File: src/rtl/vga_timing_monitor.sv
// Receive-side VGA timing checker: recovers line/frame geometry from HS/VS, signs active pixels, reports lock.
// Optional macro VGA_MON_CRC_EN selects a CRC-32 frame signature instead of the additive sum.
module vga_timing_monitor #(
  parameter int CLK_PER_PIX = 4,
  parameter int H_TOTAL     = 800,
  parameter int H_SYNC      = 96,
  parameter int H_BP        = 48,
  parameter int H_ACTIVE    = 640,
  parameter int V_TOTAL     = 525,
  parameter int V_SYNC      = 2,
  parameter int V_BP        = 33,
  parameter int V_ACTIVE    = 480
) (
  input  logic        CLK100MHZ,
  input  logic        rst_n,
  input  logic [3:0]  VGA_R,
  input  logic [3:0]  VGA_G,
  input  logic [3:0]  VGA_B,
  input  logic        VGA_HS,
  input  logic        VGA_VS,
  output logic [11:0] h_period,
  output logic [11:0] h_pulse,
  output logic [9:0]  v_lines,
  output logic [9:0]  v_pulse,
  output logic [31:0] frame_sig,
  output logic [18:0] pix_count,
  output logic        locked,
  output logic        frame_done,
  output logic [7:0]  err_cnt
);

  localparam int PH_W    = $clog2(CLK_PER_PIX);
  localparam int TIMEOUT = 2 * H_TOTAL * CLK_PER_PIX;
  localparam int TW      = $clog2(TIMEOUT + 1);

  localparam logic [PH_W-1:0] PH_LAST = PH_W'(CLK_PER_PIX - 1);
  localparam logic [PH_W-1:0] PH_MID  = PH_W'(CLK_PER_PIX / 2);
  localparam logic [10:0] COL_LO  = 11'(H_SYNC + H_BP);
  localparam logic [10:0] COL_HI  = 11'(H_SYNC + H_BP + H_ACTIVE);
  localparam logic [9:0]  LINE_LO = 10'(V_SYNC + V_BP);
  localparam logic [9:0]  LINE_HI = 10'(V_SYNC + V_BP + V_ACTIVE);
  localparam logic [11:0] EXP_HPER  = 12'(H_TOTAL * CLK_PER_PIX);
  localparam logic [11:0] EXP_HPUL  = 12'(H_SYNC * CLK_PER_PIX);
  localparam logic [9:0]  EXP_LINES = 10'(V_TOTAL);
  localparam logic [9:0]  EXP_VPUL  = 10'(V_SYNC);

`ifdef VGA_MON_CRC_EN
  localparam logic [31:0] SIG_INIT = 32'hFFFF_FFFF;

  function automatic logic [31:0] sig_step(input logic [31:0] s, input logic [11:0] w);
    logic [31:0] c;
    c = s;
    for (int i = 11; i >= 0; i--) begin
      if (c[31] ^ w[i]) c = {c[30:0], 1'b0} ^ 32'h04C1_1DB7;
      else              c = {c[30:0], 1'b0};
    end
    return c;
  endfunction
`else
  localparam logic [31:0] SIG_INIT = 32'h0000_0000;

  function automatic logic [31:0] sig_step(input logic [31:0] s, input logic [11:0] w);
    return s + {20'd0, w};
  endfunction
`endif

  typedef enum logic [1:0] {S_SEARCH, S_MEASURE, S_LOCKED} state_t;

  state_t state, state_nxt;

  logic            hs_q, hs_qq, vs_q, vs_qq;
  logic [11:0]     rgb_q;
  logic            hs_fall, vs_fall;
  logic [PH_W-1:0] ph;
  logic [10:0]     col;
  logic [11:0]     hcnt, hlow, last_period, last_pulse;
  logic [9:0]      vcnt, vlow;
  logic [31:0]     sig_acc;
  logic [18:0]     pix_acc;
  logic [TW-1:0]   tmr;
  logic [11:0]     period_nxt, pulse_nxt;
  logic [9:0]      lines_nxt;
  logic            samp, timeout, geom_ok, latch, err_inc;

  always_ff @(posedge CLK100MHZ or negedge rst_n) begin
    if (!rst_n) begin
      hs_q  <= 1'b1;
      hs_qq <= 1'b1;
      vs_q  <= 1'b1;
      vs_qq <= 1'b1;
      rgb_q <= '0;
    end else begin
      hs_q  <= VGA_HS;
      hs_qq <= hs_q;
      vs_q  <= VGA_VS;
      vs_qq <= vs_q;
      rgb_q <= {VGA_R, VGA_G, VGA_B};
    end
  end

  assign hs_fall = hs_qq & ~hs_q;
  assign vs_fall = vs_qq & ~vs_q;

  // The HS-fall cycle is position 0; ph/col/hcnt describe the cycles after it.
  always_ff @(posedge CLK100MHZ or negedge rst_n) begin
    if (!rst_n) begin
      ph          <= '0;
      col         <= '0;
      hcnt        <= '0;
      hlow        <= '0;
      last_period <= '0;
      last_pulse  <= '0;
    end else if (hs_fall) begin
      ph          <= PH_W'(1);
      col         <= '0;
      hcnt        <= 12'd1;
      hlow        <= 12'd1;
      last_period <= hcnt;
      last_pulse  <= hlow;
    end else begin
      if (hcnt != '1) hcnt <= hcnt + 12'd1;
      if (!hs_q && hlow != '1) hlow <= hlow + 12'd1;
      if (ph == PH_LAST) begin
        ph <= '0;
        if (col != '1) col <= col + 11'd1;
      end else begin
        ph <= ph + PH_W'(1);
      end
    end
  end

  always_ff @(posedge CLK100MHZ or negedge rst_n) begin
    if (!rst_n) begin
      vcnt    <= '0;
      vlow    <= '0;
      sig_acc <= SIG_INIT;
      pix_acc <= '0;
    end else if (vs_fall) begin
      vcnt    <= '0;
      vlow    <= {9'd0, hs_fall};
      sig_acc <= SIG_INIT;
      pix_acc <= '0;
    end else begin
      if (hs_fall && vcnt != '1) vcnt <= vcnt + 10'd1;
      if (hs_fall && !vs_q && vlow != '1) vlow <= vlow + 10'd1;
      if (samp) begin
        sig_acc <= sig_step(sig_acc, rgb_q);
        if (pix_acc != '1) pix_acc <= pix_acc + 19'd1;
      end
    end
  end

  always_ff @(posedge CLK100MHZ or negedge rst_n) begin
    if (!rst_n)       tmr <= '0;
    else if (hs_fall) tmr <= TW'(TIMEOUT - 1);
    else if (tmr != '0) tmr <= tmr - TW'(1);
  end

  // A line ending on the VS-fall clock still belongs to the frame being closed.
  assign period_nxt = hs_fall ? hcnt : last_period;
  assign pulse_nxt  = hs_fall ? hlow : last_pulse;
  assign lines_nxt  = (hs_fall && vcnt != '1) ? vcnt + 10'd1 : vcnt;

  assign samp = !hs_fall && !vs_fall && (ph == PH_MID) &&
                (col >= COL_LO) && (col < COL_HI) &&
                (vcnt >= LINE_LO) && (vcnt < LINE_HI);

  assign timeout = (state != S_SEARCH) && !hs_fall && (tmr == '0);
  assign geom_ok = (period_nxt == EXP_HPER) && (pulse_nxt == EXP_HPUL) &&
                   (lines_nxt == EXP_LINES) && (vlow == EXP_VPUL);

  always_comb begin
    state_nxt = state;
    latch     = 1'b0;
    err_inc   = 1'b0;
    case (state)
      S_SEARCH: begin
        if (vs_fall) state_nxt = S_MEASURE;
      end
      S_MEASURE, S_LOCKED: begin
        if (timeout) begin
          state_nxt = S_SEARCH;
          err_inc   = 1'b1;
        end else if (vs_fall) begin
          latch = 1'b1;
          if (geom_ok) begin
            state_nxt = S_LOCKED;
          end else begin
            state_nxt = S_MEASURE;
            err_inc   = 1'b1;
          end
        end
      end
      default: state_nxt = S_SEARCH;
    endcase
  end

  always_ff @(posedge CLK100MHZ or negedge rst_n) begin
    if (!rst_n) begin
      state      <= S_SEARCH;
      frame_done <= 1'b0;
      err_cnt    <= '0;
      h_period   <= '0;
      h_pulse    <= '0;
      v_lines    <= '0;
      v_pulse    <= '0;
      frame_sig  <= '0;
      pix_count  <= '0;
    end else begin
      state      <= state_nxt;
      frame_done <= latch;
      if (err_inc && err_cnt != '1) err_cnt <= err_cnt + 8'd1;
      if (latch) begin
        h_period  <= period_nxt;
        h_pulse   <= pulse_nxt;
        v_lines   <= lines_nxt;
        v_pulse   <= vlow;
        frame_sig <= sig_acc;
        pix_count <= pix_acc;
      end
    end
  end

  assign locked = (state == S_LOCKED);

endmodule

File: config.mk
export PLATFORM = sky130hd
export DESIGN_NAME = vga_timing_monitor
export DESIGN_NICKNAME = d
export VERILOG_FILES = /design/src/rtl/vga_timing_monitor.sv
export SDC_FILE = /design/constraint.sdc
export NUM_CORES = 1
export LEC_CHECK = 0
export BUFFER_PORTS_ARGS = -buffer_cell sky130_fd_sc_hd__buf_4
export CAP_MARGIN = 20
export CORE_MARGIN = 2
export CORE_UTILIZATION = 55
export CTS_CLUSTER_DIAMETER = 200
export DETAILED_ROUTE_END_ITERATION = 10
export PLACE_DENSITY = 0.86
export RECOVER_POWER = 50
export SKIP_CTS_REPAIR_TIMING = 1
export SLEW_MARGIN = 20
export SYNTH_ARGS = -nofsm -noshare
export SYNTH_HDL_FRONTEND = slang
export SYNTH_SLANG_ARGS = --single-unit
File: constraint.sdc
create_clock -name CLK100MHZ -period 7.9 [get_ports CLK100MHZ]
set_input_delay 1.975 -clock CLK100MHZ [delete_from_list [all_inputs] [get_ports CLK100MHZ]]
set_output_delay 1.975 -clock CLK100MHZ [all_outputs]
set_load 0.03 [all_outputs]
==> results.py <==
metrics = {
    "outcome": {
        "status": "finished with violations",
        "failed_checks": "max-capacitance violations, max-slew violations",
    },
    "drt": {
        "drtIter0Drc": 576,
        "vias": 8880,
        "route.final.wire_length_um": 26400,
        "routedWlPerCell_um": 17.1,
        "postRouteAntennaNets": 0,
        "post_drt_via_cell_ratio": 5.76,
        "detail_route.first_pass.iterations": 6,
        "remaining_drc_errors": 0,
    },
    "clocking": {
        "cts.htree.levels": 1,
        "clockRootBuffer": "sky130_fd_sc_hd__clkbuf_16",
        "clk-insertion-delay-late_ns": 0.55,
        "clock_path_buffers": 3,
        "clk_pin_slew_ns": 0.06,
        "cts_inserted_buffers": 29,
        "clock_tree_from_tritoncts": "built",
        "clock_sinks": 267,
    },
    "global_routing": {
        "globalRouteTotalUtil_pct": 22.4,
        "use_met1_pct": 29.1,
        "groute.layer.met3.usage_pct": 4.15,
        "antenna_found_initial": 0,
        "grt_max_degree": 167,
        "first_global_vias": 8950,
        "grt.busiest_layer": "met2",
        "grt_use_met2_pct": 38.5,
        "wire_length_of_the_first_global_routing_pass_um": 44000,
        "global_route.overflow_total": 0,
    },
    "floorplan": {
        "die_x_um": 152,
        "die_h_um": 152,
        "io_pins": 121,
        "fp.coreArea_um2": 21700,
        "initial_utilization_pct": 55.8,
        "row_count": 54,
        "fp.dieArea_um2": 23200,
    },
    "timing": {
        "setup_violations": 0,
        "max_freq_ghz": 0.190,
        "final.min_clock_period_ns": 5.27,
        "timing.slew.headroom_pct": -35.4,
        "setup_repair_after_global_routing_missed_its_margin": "false",
        "timing.final.crit_share_pct": 66.7,
        "timing.final.max_slew_violations": 48,
        "setup_tns_ns": 0,
        "tightest_slew_ns": 2.03,
        "fin_worst_skew_ns": 0.0257,
        "finalHoldWorstSlack_ns": 0.438,
        "final_hold_viol_count": 0,
    },
    "synthesis": {
        "synthesis.nets": 1176,
        "synth_seq_area_share_pct": 55.2,
        "mux_share_of_post_synthesis_cell_area_pct": 7.56,
        "synth_ff_type": "sky130_fd_sc_hd__dfrtp_1",
        "post_synth_and_or_nand_nor_area_fraction_pct": 18.6,
        "yosys.area_share.adder_pct": 2.96,
        "most_area_hungry_cell_type_in_the_yosys_netlist": "sky130_fd_sc_hd__dfrtp_1",
        "syn_inst": 1132,
        "synthTopCellsByCount": "263 x sky130_fd_sc_hd__dfrtp_1, 167 x sky130_fd_sc_hd__nand2_1, 95 x sky130_fd_sc_hd__nor2_1",
        "post-synth-top-area-fraction_pct": 54.4,
        "async_reset_ff_share_pct": 100,
        "yosysMostFrequentCell": "sky130_fd_sc_hd__dfrtp_1",
        "synth.ff_latch_count": 267,
        "postSynthAreaPerCell_um2": 10.7,
        "synth_cell_types": 62,
        "synth-compound-area-share_pct": 6.83,
        "synth_edf_count": 0,
        "combinational_family_with_the_most_area_after_synthesis": "simple AND/OR/NAND/NOR gates",
        "netlist_top_cells_area": "sky130_fd_sc_hd__dfrtp_1 54%, sky130_fd_sc_hd__mux2_2 6.7%, sky130_fd_sc_hd__nand2_1 5.2%, sky130_fd_sc_hd__xnor2_1 3.1%, sky130_fd_sc_hd__xor2_1 3.0%",
        "syn_area_um2": 12100,
        "synth_xor_area_share_pct": 6.15,
        "synth_warnings": 0,
    },
    "critical_path": {
        "cp.required_ns": 8.31,
        "reg2reg_depth": 8,
        "critPathMaxFanout": 47,
        "arrival_ns": 5.68,
        "worst-path-stages": 8,
        "crit_slowest_cell": "sky130_fd_sc_hd__clkbuf_1",
        "critical_path.top_delay_family": "simple AND/OR/NAND/NOR gates",
        "setup.worst_path.start_class": "flop",
        "cp.buffers_inverters": 1,
        "critical_path.endpoint_type": "flop",
        "cell_by_cell_listing_of_the_critical_path": "nor2b_1, clkbuf_1, and4_1, mux2i_1, nor4bb_1, a41oi_4, nand4_1, mux2_1",
        "worst-setup-path-type": "flop to flop",
        "max_stage_delay_ns": 1.53,
    },
    "worst_hold_path": {
        "worstHoldPathType": "flop to flop",
        "holdPathStages": 0,
    },
    "placed_design": {
        "post_dp_cell_area_um2": 13200,
        "gp_congestion": 0.802,
        "io_buffer_count": 120,
        "hpwlAfterDp_um": 16900,
    },
    "pwr": {
        "worst_ir_drop_vdd_mv": 0.183,
        "leakagePower_nw": 6.75,
        "power_per_cell_area_nw_per_um2": 237,
        "power.total_mw": 3.35,
    },
    "run": {
        "drv.max_cap_violation_count": 1,
    },
    "finish": {
        "stdcell_area_um2": 14200,
        "area.growth.synth_to_final_pct": 17.0,
        "fill_count": 1599,
        "num-nets-final": 1286,
        "antenna_cells_inserted": 0,
        "final_layout_size_suffix_gt1_share_pct": 19.5,
    },
}
[flip-flops by register name, summed over array words and instances (netlist names), 2 cells and up]
register	count
sig_acc	32
last_period	12
tmr	13
h_pulse	12
col	11
v_lines	10
h_period	12
vlow	10
last_pulse	12
hcnt	12
vcnt	10
hlow	12
v_pulse	10
ph	2
frame_sig	32
pix_count	19
pix_acc	19
rgb_q	12
err_cnt	8
state	2
[cells by family after synthesis]
| group | after synthesis |
|---|---|
| compound gates | 134 |
| flops | 267 |
| buf+inv | 79 |
| simple gates | 457 |
| xor+xnor | 85 |
| fa+ha+maj | 28 |
| mux | 82 |
[area by class of cell]
type / instances / area [um2] / share of cell area (%)
clock inverters: 6 / 87.6 / 0.618
multi-input cells: 786 / 5090 / 36.0
well taps: 280 / 350 / 2.47
clock buffers: 44 / 872 / 6.16
flip-flops and latches: 267 / 6690 / 47.2
inverters: 32 / 120 / 0.848
repair buffers: 126 / 955 / 6.74
[cell usage in the layout, fill, tap and decap left out, types with 9 or more instances in the layout]
cell,instances
sky130_fd_sc_hd__a21oi_1,21
sky130_fd_sc_hd__and3_1,16
sky130_fd_sc_hd__and4_1,10
sky130_fd_sc_hd__buf_4,106
sky130_fd_sc_hd__clkbuf_1,10
sky130_fd_sc_hd__clkbuf_16,29
sky130_fd_sc_hd__clkbuf_4,13
sky130_fd_sc_hd__clkbuf_8,9
sky130_fd_sc_hd__dfrtp_1,263
sky130_fd_sc_hd__ha_1,27
sky130_fd_sc_hd__inv_1,32
sky130_fd_sc_hd__mux2_2,72
sky130_fd_sc_hd__nand2_1,167
sky130_fd_sc_hd__nand3_1,35
sky130_fd_sc_hd__nand4_1,32
sky130_fd_sc_hd__nor2_1,95
sky130_fd_sc_hd__nor3_1,19
sky130_fd_sc_hd__nor4_1,21
sky130_fd_sc_hd__o21ai_0,61
sky130_fd_sc_hd__or3_1,15
sky130_fd_sc_hd__xnor2_1,43
sky130_fd_sc_hd__xor2_1,42
[per-stage QoR]
| stage | instances | utilization (%) | worst slack [ns] |
|---|---|---|---|
| detailed placement | 1491 | 61.0 | 4.28 |
| floorplan | 1132 | - | 5.16 |
| finish | 1541 | 65.3 | 2.63 |
| global route | 1541 | 65.3 | 2.34 |
| global placement | 1491 | 61.0 | 4.38 |
| CTS | 1541 | 65.5 | 4.24 |
[power by group]
| part | total (mW) | internal, mW | switching [mW] |
|---|---|---|---|
| clock network | 1.34 | 0.819 | 0.521 |
| registers | 1.56 | 1.46 | 0.0932 |
| logic | 0.457 | 0.171 | 0.286 |
[per-layer routing]
layer	part of all wire [%]	wire [um]
met4	2.7	723
met5	0	0
met2	51	13400
met1	41	10900
met3	5.1	1340
[worst reg2reg max path, cell delays in order (launching register included)]
cell	delay [ns]
sky130_fd_sc_hd__dfstp_1	0.57
sky130_fd_sc_hd__nor2b_1	1.08
sky130_fd_sc_hd__clkbuf_1	1.54
sky130_fd_sc_hd__and4_1	0.44
sky130_fd_sc_hd__mux2i_1	0.18
sky130_fd_sc_hd__nor4bb_1	0.56
sky130_fd_sc_hd__a41oi_4	0.27
sky130_fd_sc_hd__nand4_1	0.18
sky130_fd_sc_hd__mux2_1	0.33
[path summary, 6_finish.rpt]
kind / start / end / slack [ns]
min in group asynchronous: rst_n / h_pulse[4]$_DFFE_PN0P_ / 1.49
worst min-delay path: hs_q$_DFF_PN1_ / hs_qq$_DFF_PN1_ / 0.44
worst min register to register: hs_q$_DFF_PN1_ / hs_qq$_DFF_PN1_ / 0.44
worst max-delay path: hs_qq$_DFF_PN1_ / err_cnt[4]$_DFFE_PN0P_ / 2.63
max in group asynchronous: rst_n / sig_acc[18]$_DFFE_PN0P_ / 5.11
worst max register to register: hs_qq$_DFF_PN1_ / err_cnt[4]$_DFFE_PN0P_ / 2.63
Note: power is estimated with default switching activity, not from simulation.
